===== src/rtl/tx10_bcd_pkg.sv =====
// Shared types and default sizing for the signed tenths-of-a-degree to BCD converter.
package tx10_bcd_pkg;

  localparam int W_DEF     = 18;
  localparam int NDIG_DEF  = 6;
  localparam int CNT_W_DEF = $clog2(W_DEF + 1);

  typedef enum logic [1:0] {IDLE, SHIFT, DONE} state_t;

  function automatic int cnt_width(input int w);
    return $clog2(w + 1);
  endfunction

endpackage


===== src/rtl/tx10_bcd_adj3.sv =====
// One double-dabble digit correction: digits of 5 or more get +3 before the shift.
module bcd_adj3 (
  input  logic [3:0] d_i,
  output logic [3:0] d_o
);

  assign d_o = (d_i >= 4'd5) ? (d_i + 4'd3) : d_i;

endmodule


===== src/rtl/tx10_bcd.sv =====
// Signed binary to sign + BCD converter, one magnitude bit per clock, start/busy/done handshake.
module tx10_bcd
  import tx10_bcd_pkg::*;
#(
  parameter int W    = W_DEF,
  parameter int NDIG = NDIG_DEF
) (
  input  logic              clk,
  input  logic              rst,
  input  logic              start,
  input  logic [W-1:0]      tx10,
  output logic              busy,
  output logic              done,
  output logic              sign,
  output logic [4*NDIG-1:0] bcd
);

  localparam int CW = cnt_width(W);

  state_t              state_q, state_d;
  logic [CW-1:0]       cnt_q, cnt_d;
  logic [W-1:0]        mag_q, mag_d;
  logic [4*NDIG-1:0]   scr_q, scr_d;
  logic                wsign_q, wsign_d;
  logic                sign_q, done_q;
  logic [4*NDIG-1:0]   bcd_q;
  logic [4*NDIG-1:0]   adj_w;
  logic [W-1:0]        abs_w;

  for (genvar gi = 0; gi < NDIG; gi++) begin : g_adj
    bcd_adj3 u_adj (
      .d_i (scr_q[4*gi +: 4]),
      .d_o (adj_w[4*gi +: 4])
    );
  end

  // Two's-complement negate; the most negative input maps onto 2^(W-1) unsigned.
  assign abs_w = tx10[W-1] ? (~tx10 + W'(1)) : tx10;

  always_ff @(posedge clk) begin
    if (rst) state_q <= IDLE;
    else     state_q <= state_d;
  end

  always_comb begin
    state_d = state_q;
    case (state_q)
      IDLE:    if (start) state_d = SHIFT;
      SHIFT:   if (cnt_q == CW'(W - 1)) state_d = DONE;
      DONE:    state_d = IDLE;
      default: state_d = IDLE;
    endcase
  end

  always_comb begin
    busy = (state_q != IDLE);
  end

  always_comb begin
    cnt_d   = cnt_q;
    mag_d   = mag_q;
    scr_d   = scr_q;
    wsign_d = wsign_q;
    case (state_q)
      IDLE: begin
        if (start) begin
          wsign_d = tx10[W-1];
          mag_d   = abs_w;
          scr_d   = '0;
          cnt_d   = '0;
        end
      end
      SHIFT: begin
        // The top digit never reaches 5, so its corrected MSB is always zero and drops out.
        scr_d = {adj_w[4*NDIG-2:0], mag_q[W-1]};
        mag_d = {mag_q[W-2:0], 1'b0};
        cnt_d = cnt_q + CW'(1);
      end
      default: ;
    endcase
  end

  always_ff @(posedge clk) begin
    if (rst) begin
      cnt_q   <= '0;
      mag_q   <= '0;
      scr_q   <= '0;
      wsign_q <= 1'b0;
      sign_q  <= 1'b0;
      bcd_q   <= '0;
      done_q  <= 1'b0;
    end else begin
      cnt_q   <= cnt_d;
      mag_q   <= mag_d;
      scr_q   <= scr_d;
      wsign_q <= wsign_d;
      done_q  <= (state_q == DONE);
      if (state_q == DONE) begin
        sign_q <= wsign_q;
        bcd_q  <= scr_q;
      end
    end
  end

  assign done = done_q;
  assign sign = sign_q;
  assign bcd  = bcd_q;

endmodule


===== config.mk =====
export PLATFORM = sky130hd
export DESIGN_NAME = tx10_bcd
export DESIGN_NICKNAME = d
export VERILOG_FILES = /design/src/rtl/tx10_bcd_pkg.sv /design/src/rtl/tx10_bcd_adj3.sv /design/src/rtl/tx10_bcd.sv
export SDC_FILE = /design/constraint.sdc
export NUM_CORES = 1
export LEC_CHECK = 0
export CAP_MARGIN = 5
export CORE_MARGIN = 2
export CORE_UTILIZATION = 30
export CTS_BUF_LIST = sky130_fd_sc_hd__clkbuf_4 sky130_fd_sc_hd__clkbuf_8
export CTS_CLUSTER_SIZE = 30
export DETAILED_ROUTE_END_ITERATION = 6
export GPL_TIMING_DRIVEN = 0
export PLACE_DENSITY = 0.47
export RECOVER_POWER = 100
export SYNTH_ARGS = -nofsm -noshare
export SYNTH_HDL_FRONTEND = slang
export SYNTH_SLANG_ARGS = --single-unit
export TNS_END_PERCENT = 10

===== constraint.sdc =====
create_clock -name clk -period 3.6 [get_ports clk]
set_clock_uncertainty 0.1 [all_clocks]
set_input_delay 0.54 -clock clk [delete_from_list [all_inputs] [get_ports clk]]
set_output_delay 0.54 -clock clk [all_outputs]
set_load 0.05 [all_outputs]

**Yosys cells after proc, flatten, opt, wreduce, memory -nomap -nowiden**

Index checks and enable logic that the tools add are counted.

- Add/sub/neg operators: 8
- Magnitude comparators: 6
- Equality and inequality tests: 5
- Multiplexer cells: 16
- Bitwise operators: 1
- Reductions and logical operators: 6

Operators with widths:

| cell | number |
|---|---|
| $pmux 24 s2 | 1 |
| $mux 18 | 2 |
| $pmux 18 s2 | 1 |
| $ge 4x3->1 const B | 6 |
| $mux 24 | 1 |
| $add 4x2->4 const B | 5 |
| $mux 4 | 5 |
| $add 18x1->18 const B | 1 |
| $not 18->18 | 1 |
| $pmux 5 s2 | 1 |
| $reduce_and 2->1 | 3 |
| $add 5x1->5 const B | 1 |
| $eq 5x5->1 const B | 1 |
| $mux 5 | 1 |
| $mux 2 | 2 |
| $ne 2x2->1 const B | 2 |
| $pmux 2 s2 | 1 |
| $reduce_bool 2->1 | 2 |
| $add 3x2->3 const B | 1 |
| $mux 3 | 1 |
| $eq 2x1->1 const B | 1 |
| $eq 2x2->1 const B | 1 |
| $logic_not 2->1 | 1 |

- Register bits: 76
- Output and inout port bits: 27
- Word-level logic and storage cells: 50

**Longest topological paths before layout**

Gate-level depths: netlist of the first run.

- Depth after elaboration: 5
- Gate-level depth with buffers: 6
- Depth with buffers taken out: 6

**Hierarchy**

Synthesis of the first run repeated with hierarchy kept, for this count alone.

- Cells, all modules: 429
- Area, all modules: 3657.3 sq um

By module, submodules not included:

| module | instances | cells an instance | area each (sq um) | sequential area each (sq um) |
|---|---|---|---|---|
| tx10_bcd | 1 | 333 | 3049.2 | 1521.5 |
| bcd_adj3 | 6 | 16 | 101.3 | 0.0 |

**Worst setup path after synthesis of the first run**

OpenSTA, ideal clock, no wires.

- Path type: input to register
- Start: in tx10[0]
- End: reg mag_q[16]
- Arrival: 1807 ps
- Data required time: 3378 ps
- Setup slack: 1571 ps
- Stages: 6
- Path buffers: 0
- Cell sequence: inv_1 -> ha_1 -> or4b_2 -> o41ai_2 -> xor2_1 -> o21ai_1

- Longest elaborated chain between the ends: 5

RTL lines:

| what | RTL line | source |
|---|---|---|
| start, declared | tx10_bcd.sv:11 | `input logic [W-1:0] tx10,` |
| $not 18->18 | tx10_bcd.sv:38 | `assign abs_w = tx10[W-1] ? (~tx10 + W'(1)) : tx10;` |
| $add 18x1->18 | tx10_bcd.sv:38 |  |
| $mux 18 | tx10_bcd.sv:38 |  |
| $mux 18 | tx10_bcd.sv:66 | `if (start) begin` |
| $pmux 18 s2 | tx10_bcd.sv:64 | `case (state_q)` |
| end signal, assigned | tx10_bcd.sv:94 | `mag_q <= mag_d;` |
| end, declared | tx10_bcd.sv:22 | `logic [W-1:0] mag_q, mag_d;` |

Every way passes these cells. The select of a mux whose other input is x is not followed.
A chain may end at the register's enable or synchronous reset.

**Worst setup path in the final report of the first run**

- Start: in tx10[4]
- End: reg mag_q[15]

Same word-level chain as after synthesis.

==> out/results.tsv, run 1 <==
stage	metric	value	unit
pwr	pwr/cell area	372.9	nW/um2
synth	syn_nets	467	
critical_path	CP startpoint	tx10[4]	
final_layout	fin cells	639	
final_layout	# nets final	524	
sta	Fmax achieved	0.3747	GHz
detailed_routing	Iteration-0 DRC Markers	99	
pwr	Leakage	1.630	nW
placed_design	DPL Wire Length	6806	um
pwr	clock network fraction of total power	36.5	%
sta	min Tclk post-route	2.669	ns
global_routing	largest net degree at the start of global routing	12	
synth	Main synth FF type	dfxtp_1	
critical_path	crit path capture type	flop	
synth	sequential area share after synthesis	41.69	%
critical_path	WP data arrival	2.82	ns
critical_path	Worst setup SP type	primary input	
critical_path	Critical Path RT	3.75	ns
pwr	Gate power share	10.5	%
placed_design	dpl ws	0.8739	ns
critical_path	worst path cell trace	dlygate4sd3_1, or4_2, clkbuf_1, nor4_1, mux2i_1, nand2_1	
sta	Fin. Hold Viols	0	
floorplan	Die Y	114.3	um
cts	cts hold-fix bufs	0	
pwr	switching portion of total power	25.97	%
detailed_routing	DR pass1 iterations	4	
sta	actual slew at the worst max-slew pin	0.7287	ns
floorplan	core footprint	11960	um2
floorplan	initial core utilization	30.51	%
synth	Mapped Cells	431	
worst_hold_path	critical hold path startpoint	bcd[20]	
sta	Worst slew margin	51.42	%
global_routing	GRT Resource Usage Total	14.98	%
synth	warnings from Yosys	0	
cts	Max clock buf depth	2	
synth	ys async rst share	0	%
detailed_routing	post-route ant nets	0	
final_layout	most frequent cells in the layout	dfxtp_1, nand2_1, a21oi_1	
critical_path	slowest CP cell	or4_2	
detailed_routing	Vias	3134	
placed_design	placed insts	624	
sta	final setup violation count	0	
floorplan	Die X-Extent	114.3	um
pwr	share of power burned in registers	53.0	%
cts	CTS H-Tree Depth	3	
cts	Skew-Pair Late Insertion Delay	0.35	ns
final_layout	Synth-to-Final Area Change	21.32	%
sta	RSZ-0062 raised after global routing	false	
detailed_routing	final WL	9326	um
floorplan	# rows	40	
job	Max Cap Viol	0	
synth	Yosys reg bits	76	
pwr	Internal Pwr Total	0.001222	W
status	status	complete, no violations	
pwr	switching power	0.0004288	W
cts	post-cts sizing count	0	
synth	number of flops mapped to enable cells by yosys	0	
critical_path	critical path class	primary input to flop	
placed_design	RePlAce Congestion	0.7944	
synth	Synth Cell Area	3650	um2
sta	TNS Setup	0	ns
critical_path	CP peak stage delay	0.65	ns
cts	Setup Buffers After CTS	0	
sta	Final WS setup	0.9315	ns
global_routing	vias in the first global route	3089	
detailed_routing	Residual DRC	0	
critical_path	RR Startpoint	state_q[0]	
floorplan	Top Ports	48	
worst_hold_path	HP Class	flop to flop	
cts	TritonCTS Buffers	9	
synth	Synth cell types	45	
synth	Mapped Avg Cell Area	8.468	um2
cts	CTS tree	built	
pwr	Max rail drop VDD	0.2035	mV
sta	Slew Limit Fails	0	
global_routing	initial antenna violation count	0	
detailed_routing	routed len/inst	14.59	um
final_layout	Antenna Diode Count	0	
final_layout	share of cells above drive strength 1	5.285	%
sta	Final Cycle Share	74.13	%
final_layout	most common cell after layout, fill and taps aside	dfxtp_1	
global_routing	gr ovfl total	0	
cts	# clock sinks	76	
floorplan	die area	13060	um2
global_routing	first-pass GRT wire length	15080	um
detailed_routing	vias per cell	4.905	
placed_design	Port Buffer Count	46	
cts	clk slew on worst S/H paths	0.07	ns
cts	root buf cell	clkbuf_8	
critical_path	Max FO, Critical Path	6	
synth_stat cells, types with 4 or more instances:
master	count	area [um2]
a22oi_1	13	97.59
nor2_1	7	26.28
o21ai_0	28	140.1
o21ai_1	6	30.03
nand3_1	8	40.04
mux2i_1	7	70.07
xor2_1	18	157.7
buf_2	4	20.02
inv_1	18	67.56
clkbuf_1	22	82.58
a21oi_1	49	245.2
dfxtp_1	76	1521
a22o_1	7	61.31
nand2_1	72	270.3
or3_1	9	56.30
nor3_1	8	40.04
xnor2_1	7	61.31
nand2b_1	12	75.07
ha_1	15	187.7
o22ai_1	5	31.28
per-layer routing:
layer / routed length [um] / global-route usage (%) / share of wire, % / up-vias
met2: 4409 / 26.19 / 47 / 58
met1: 4361 / 17.70 / 47 / 1441
met3: 302 / 2.276 / 3.2 / 14
li1: - / - / - / 1621
met4: 252 / 7.805 / 2.7 / 0
met5: 0 / 0 / 0 / -
flip-flops by register name, indices dropped and copies added, names as in the netlist:
signal,count
bcd,24
scr_q,24
mag_q,18
cnt_q,5
state_q,2
done,1
sign,1
wsign_q,1
path summary, 6_finish.rpt:
kind                            slack [ns]  cells after the start        end
worst max-delay path                  0.93                      6  mag_q[15]
worst min-delay path                  0.35                      2    bcd[20]
worst max register to register        1.51                      4  scr_q[14]
worst min register to register        0.35                      2    bcd[20]
through the flow:
| step | power [W] | hold WS [ns] | instance area, um2 | utilization, % |
|---|---|---|---|---|
| 6_report | 0.001651 | 0.3507 | 4428 | 37.02 |
| 5_1_grt | 0.001730 | 0.3672 | 4428 | 37.02 |
| 3_3_place_gp | 0.001076 | 0.3415 | 4294 | 35.90 |
| 3_5_place_dp | 0.001076 | 0.3465 | 4294 | 35.90 |
| 2_1_floorplan | 0.0009977 | 0.3286 | 3650 | - |
| 4_1_cts | 0.001681 | 0.3573 | 4471 | 37.37 |
critical path, delay by kind of cell:
| family | cells | cell delay [ns] |
|---|---|---|
| buf+inv | 2 | 0.80 |
| simple gates | 3 | 1.24 |
| mux | 1 | 0.24 |
cells by family (layout without fill, tap and decap cells):
kind of cell    count (synthesis)  count (layout)  synth area share [%]
compound gates                123             123                 21.32
fa+ha+maj                      15              15                 5.142
xor+xnor                       25              25                 5.999
mux                             7               7                 1.920
buf+inv                        45             106                 4.971
simple gates                  140             140                 18.96
flops                          76              76                 41.69
power groups by stage:
stage	logic (W)	registers, W	clock network, W
6_report	0.000173	0.000875	0.000603
5_1_grt	0.000192	0.000878	0.000660
4_1_cts	0.000182	0.000875	0.000625
3_5_place_dp	0.000182	0.000895	0
3_3_place_gp	0.000181	0.000895	0
2_1_floorplan	0.000107	0.000891	0
layout make-up:
class | instances | area, um2
Clock inverter | 2 | 10.01
Fill cell | 1299 | 7533
Tap cell | 147 | 183.9
Inverter | 18 | 67.56
Multi-Input combinational cell | 310 | 1914
Timing Repair Buffer | 46 | 460.4
Clock buffer | 13 | 166.4
Buffer | 27 | 103.9
Sequential cell | 76 | 1521
Power figures use the tool's default switching activity.
==> inputs of run 2 (changes only) <==
--- a/config.mk
+++ b/config.mk
@@ -12,7 +12,7 @@
 export CTS_CLUSTER_SIZE = 30
 export DETAILED_ROUTE_END_ITERATION = 6
 export GPL_TIMING_DRIVEN = 0
-export PLACE_DENSITY = 0.47
+export PLACE_DENSITY = 0.48
 export RECOVER_POWER = 100
 export SYNTH_ARGS = -nofsm -noshare
 export SYNTH_HDL_FRONTEND = slang
==> constraint.sdc (replaced) <==
create_clock -name clk -period 2.45 [get_ports clk]
set_clock_uncertainty 0.1 [all_clocks]
set_input_delay 0.3675 -clock clk [delete_from_list [all_inputs] [get_ports clk]]
set_output_delay 0.3675 -clock clk [all_outputs]
set_load 0.05 [all_outputs]
==> run 2 against run 1 <==
  * Critical path depth is 4 lower
  * Non-clock buffer count stayed put
  * Sequential share of layout area down 0.44 points
  * Routed wire length increased by 0.94%
  * Flip-flop and latch count stayed put
  * Register-to-register slack got worse by 1.1 ns
  * Critical endpoint is now busy
==> out/results.tsv, run 2 (synthesized netlist as in run 1, its figures left out) <==
stage	metric	value	unit	change
sta	Fin. Hold Viols	0		unchanged
detailed_routing	Iteration-0 DRC Markers	122		+23%
cts	Max clock buf depth	2		unchanged
detailed_routing	Vias	3145		+0.35%
placed_design	Port Buffer Count	46		unchanged
final_layout	fill cell count	1279		-1.5%
detailed_routing	routed len/inst	14.73	um	+0.94%
detailed_routing	vias per cell	4.922		+0.35%
critical_path	critical path class	flop to primary output		
status	status	complete, no violations		
detailed_routing	DR pass1 iterations	4		unchanged
global_routing	GRT Resource Usage Total	15.31	%	+0.33 points
cts	TritonCTS Buffers	9		unchanged
pwr	share of power burned in registers	48.9	%	-4.1 points
final_layout	share of cells above drive strength 1	5.285	%	unchanged
critical_path	Worst setup SP type	flop		
cts	clk slew on worst S/H paths	0.07	ns	about the same
final_layout	most frequent cells in the layout	dfxtp_1, nand2_1, a21oi_1		
detailed_routing	post-route ant nets	0		unchanged
floorplan	core footprint	11960	um2	unchanged
sta	final setup violation count	0		unchanged
pwr	switching power	0.0006509	W	+52%
floorplan	Top Ports	48		unchanged
cts	Skew-Pair Late Insertion Delay	0.35	ns	about the same
worst_hold_path	HP Class	flop to flop		
sta	min Tclk post-route	2.298	ns	
sta	Final Cycle Share	93.81	%	
sta	TNS Setup	0	ns	unchanged
critical_path	crit path capture type	primary output		
sta	Slew Limit Fails	0		unchanged
final_layout	fin cells	639		unchanged
critical_path	Critical Path RT	1.98	ns	-1.77 ns
floorplan	initial core utilization	30.51	%	unchanged
critical_path	WP data arrival	1.83	ns	-0.99 ns
global_routing	gr ovfl total	0		unchanged
critical_path	slowest CP cell	dlygate4sd3_1		
cts	# clock sinks	76		unchanged
critical_path	Max FO, Critical Path	7		+1
cts	Setup Buffers After CTS	0		unchanged
placed_design	DPL Wire Length	6798	um	-0.12%
pwr	clock network fraction of total power	41.2	%	+4.7 points
sta	Final WS setup	0.1518	ns	-0.7797 ns
cts	post-cts sizing count	0		unchanged
job	Max Cap Viol	0		unchanged
pwr	Tot Pwr	0.002633	W	+59%
sta	Worst slew margin	52.70	%	+1.3 points
cts	CTS H-Tree Depth	3		unchanged
pwr	Leakage	1.660	nW	+1.9%
global_routing	initial antenna violation count	0		unchanged
floorplan	Die Y	114.3	um	unchanged
pwr	Internal Pwr Total	0.001982	W	+62%
sta	Fmax achieved	0.4351	GHz	
placed_design	RePlAce Congestion	0.8145		+2.5%
global_routing	vias in the first global route	3184		+3.1%
pwr	pwr/cell area	586.9	nW/um2	+57%
final_layout	# nets final	524		unchanged
sta	RSZ-0062 raised after global routing	false		
detailed_routing	Residual DRC	0		unchanged
pwr	Gate power share	9.9	%	-0.6 points
final_layout	Synth-to-Final Area Change	22.90	%	
global_routing	largest net degree at the start of global routing	13		+1
cts	cts hold-fix bufs	0		unchanged
pwr	Max rail drop VDD	0.2605	mV	+28%
placed_design	placed insts	624		unchanged
critical_path	CP peak stage delay	0.77	ns	+0.12 ns
cts	CTS tree	built		
detailed_routing	final WL	9414	um	+0.94%
pwr	switching portion of total power	24.73	%	-1.2 points
final_layout	Antenna Diode Count	0		unchanged
floorplan	Die X-Extent	114.3	um	unchanged
cts	root buf cell	clkbuf_8		
floorplan	die area	13060	um2	unchanged
sta	actual slew at the worst max-slew pin	0.7096	ns	-0.01916 ns
final_layout	Multi-input gate area	1923	um2	+0.46%
floorplan	# rows	40		unchanged
final_layout	most common cell after layout, fill and taps aside	dfxtp_1		
placed_design	dpl ws	-0.09751	ns	-0.9714 ns
global_routing	first-pass GRT wire length	15490	um	+2.7%
final_layout	FF/Latch Area	1521	um2	unchanged
critical_path	worst path cell trace	or2_2, dlygate4sd3_1		
==> run 2: cell count changes in the layout (fill, tap and decap cells not counted), moves of 2 or more <==
cell and delta:
clkbuf_4 -2, bufinv_16 +2, o21ai_0 -2, o41ai_2 -2, o21ai_1 +2
==> run 2: area by class of cell <==
cell class                 count  area share [%]
multi-input combinational    310           42.87
sequential                    76           33.92
timing repair buffer          46           10.27
tap                          147           4.100
clock buffer                  11           3.375
buffer                        27           2.343
clock inverter                 4           1.618
inverter                      18           1.506
==> run 2: final timing paths <==
| path | startpoint | to | slack, ns | cells after the start |
|---|---|---|---|---|
| worst max-delay path | state_q[1] | busy | 0.15 | 2 |
| worst min-delay path | bcd[13] | bcd[13] | 0.35 | 2 |
| worst max register to register | state_q[0] | scr_q[14] | 0.40 | 4 |
| worst min register to register | bcd[13] | bcd[13] | 0.35 | 2 |
==> run 2: worst max-delay path, delay by kind of cell, from the launching register on <==
family,cells,cell delay [ns]
flip-flops,1,0.36
AND/OR/NAND/NOR,1,0.35
buffers and inverters,1,0.77
==> run 2: per-stage QoR <==
stage / instance area (um2) / util [%] / hold WS (ns)
after floorplan: 3650 / - / 0.3286
after global placement: 4294 / 35.90 / 0.3410
after detailed placement: 4294 / 35.90 / 0.3454
after CTS: 4518 / 37.77 / 0.3557
after global routing: 4486 / 37.50 / 0.3690
final: 4486 / 37.50 / 0.3515
==> run 2: per-layer routing <==
metal | share of wire (%) | track usage, % | wire length [um]
met1 | 47 | 18.18 | 4391
met5 | 0 | 0 | 0
met3 | 3.1 | 2.435 | 290
met2 | 48 | 27.58 | 4549
met4 | 1.9 | 5.935 | 182
==> run 2: power groups by stage <==
stage	registers (W)	logic, W	clock network, W
after floorplan	0.00131	0.000157	0
after detailed placement	0.00131	0.000270	0
after global placement	0.00131	0.000266	0
after global routing	0.00129	0.000288	0.00116
final	0.00129	0.000260	0.00109
after CTS	0.00129	0.000271	0.00111
==> edit: new RTL, settings of run 2 <==
Set the package constant `NDIG_DEF` to 8 (it was 6).
--- a/src/rtl/tx10_bcd_pkg.sv
+++ b/src/rtl/tx10_bcd_pkg.sv
@@ -3,5 +3,5 @@
 
   localparam int W_DEF     = 18;
-  localparam int NDIG_DEF  = 6;
+  localparam int NDIG_DEF  = 8;
   localparam int CNT_W_DEF = $clog2(W_DEF + 1);
 
Ports: changed (resized bcd); port bits go from 48 to 56. The function was not compared with the original's and may differ.
==> edit against run 2 <==
  * Sequential power rose by 20%
  * Synthesized area rose by 18%
  * Wire length rose by 24%
  * Combinational power rose by 8.1%
  * Total power rose by 13%
  * Sequential cell count rose by 16
  * Final area rose by 19%
  * Setup slack got worse by 0.095 ns
  * Largest cell class unchanged
  * Largest power group unchanged
==> edit: results (changes against run 2) <==
* Status: finished, final reports clean
* Cells after DPL at 756 (+21%)
* Max Fanout on Critical Path at 8 (+1)
* Synth top area cells: dfxtp_1, nand2_1, a21oi_1
* Synth top area share at 42.70% (+1.0 points)
* Seq/Total Area, Yosys at 42.70% (+1.0 points)
* Synth Area in Compound Gates at 19.52% (-1.8 points)
* Final #Nets at 627 (+20%)
* Syn Nets at 561 (+20%)
* Synth Area in XOR/XNOR at 5.889% (-0.11 points)
* Max IR drop VDD at 0.0002213 V (-15%)
* Detailed Route WL at 11640 um (+24%)
* Hpwl dp at 8227 um (+21%)
* Post-route insts no fill at 771 (+21%)
* Worst-skew pair later-pin latency at 0.37 ns (+0.02 ns)
* Hold depth at 2 (unchanged)
* Mux contribution to synthesized area at 2.089% (+0.17 points)
* DR pass1 iterations at 5 (+1)
* 1st-iter DRT viols at 220 (+80%)
* Vias in the first global route at 3674 (+15%)
* First-pass GRT wire length at 18470 um (+19%)
* Largest net degree at the start of global routing at 15 (+2)
* Mapped Cells at 521 (+21%)
* R2R depth at 7 (+3)
* IO buf count at 55 (+20%)
* Vias at 3846 (+22%)
* Lkg Pwr at 0.001970 uW (+19%)
* Total track usage at 15.72% (+0.41 points)
* Worst Tran Pin Value at 0.7169 ns (+0.007309 ns)
* CP Data Arrival Time at 2.54 ns (+0.71 ns)
* Synth cell types at 44 (-2.2%)
* Adder-cell area share of the yosys netlist at 5.512% (+0.37 points)
* Synth warnings at 0 (unchanged)
-- edit: worst paths after layout --
path | start | endpoint | slack (ns)
min reg2reg | bcd[13] | bcd[13] | 0.35
min | bcd[13] | bcd[13] | 0.35
max reg2reg | state_q[1] | mag_q[13] | 0.22
max | tx10[6] | mag_q[16] | 0.06
-- edit: cell type report --
class	count	area [um^2]
fill	1453	8666
clock inverter	4	72.57
buffer	34	138.9
timing repair buffer	55	549.3
inverter	23	86.33
multi-input combinational	372	2257
clock buffer	11	151.4
sequential	92	1842
tap	180	225.2
-- edit: timing repair --
item	4_1_cts	5_1_grt
cloned	0	0
gates resized for setup	3	5
setup endpoints to repair	3	22
-- edit: routing by layer --
layer	routed length (um)	track usage (%)	vias up
met5	0	0	-
met4	191	5.618	0
met3	353	2.564	13
met2	5491	26.06	70
met1	5603	20.67	1817
li1	-	-	1946
-- edit: kinds of logic (layout without fill, tap and decap cells) --
family          Yosys count  in the layout
compound gates          143            143
xor+xnor                 29             29
fa+ha+maj                19             19
buf+inv                  57            127
flops                    92             92
mux                       9              9
simple gates            172            172
-- edit: report_power, final --
part	switching [uW]	internal [uW]	total (uW)
combinational	184	96.7	281
sequential	22.9	1530	1550
clock	534	623	1160
total	741	2250	2990
-- edit: critical path: stages --
cell and delay (ns):
dlygate4sd3_1 0.60, or4_4 0.53, buf_6 0.15, or4_4 0.53, a222oi_1 0.28, nand2_1 0.07
-- edit: per-stage QoR --
stage	utilization, %	area, um^2	setup slack, ns	power (uW)
final	38.05	5323	0.05645	2987
after global routing	38.05	5323	-0.05611	3109
after global placement	36.38	5089	-0.3746	1865
after detailed placement	36.38	5089	-0.3792	1867
after CTS	37.99	5314	0.006448	3016
after floorplan	-	4313	0.2298	1733
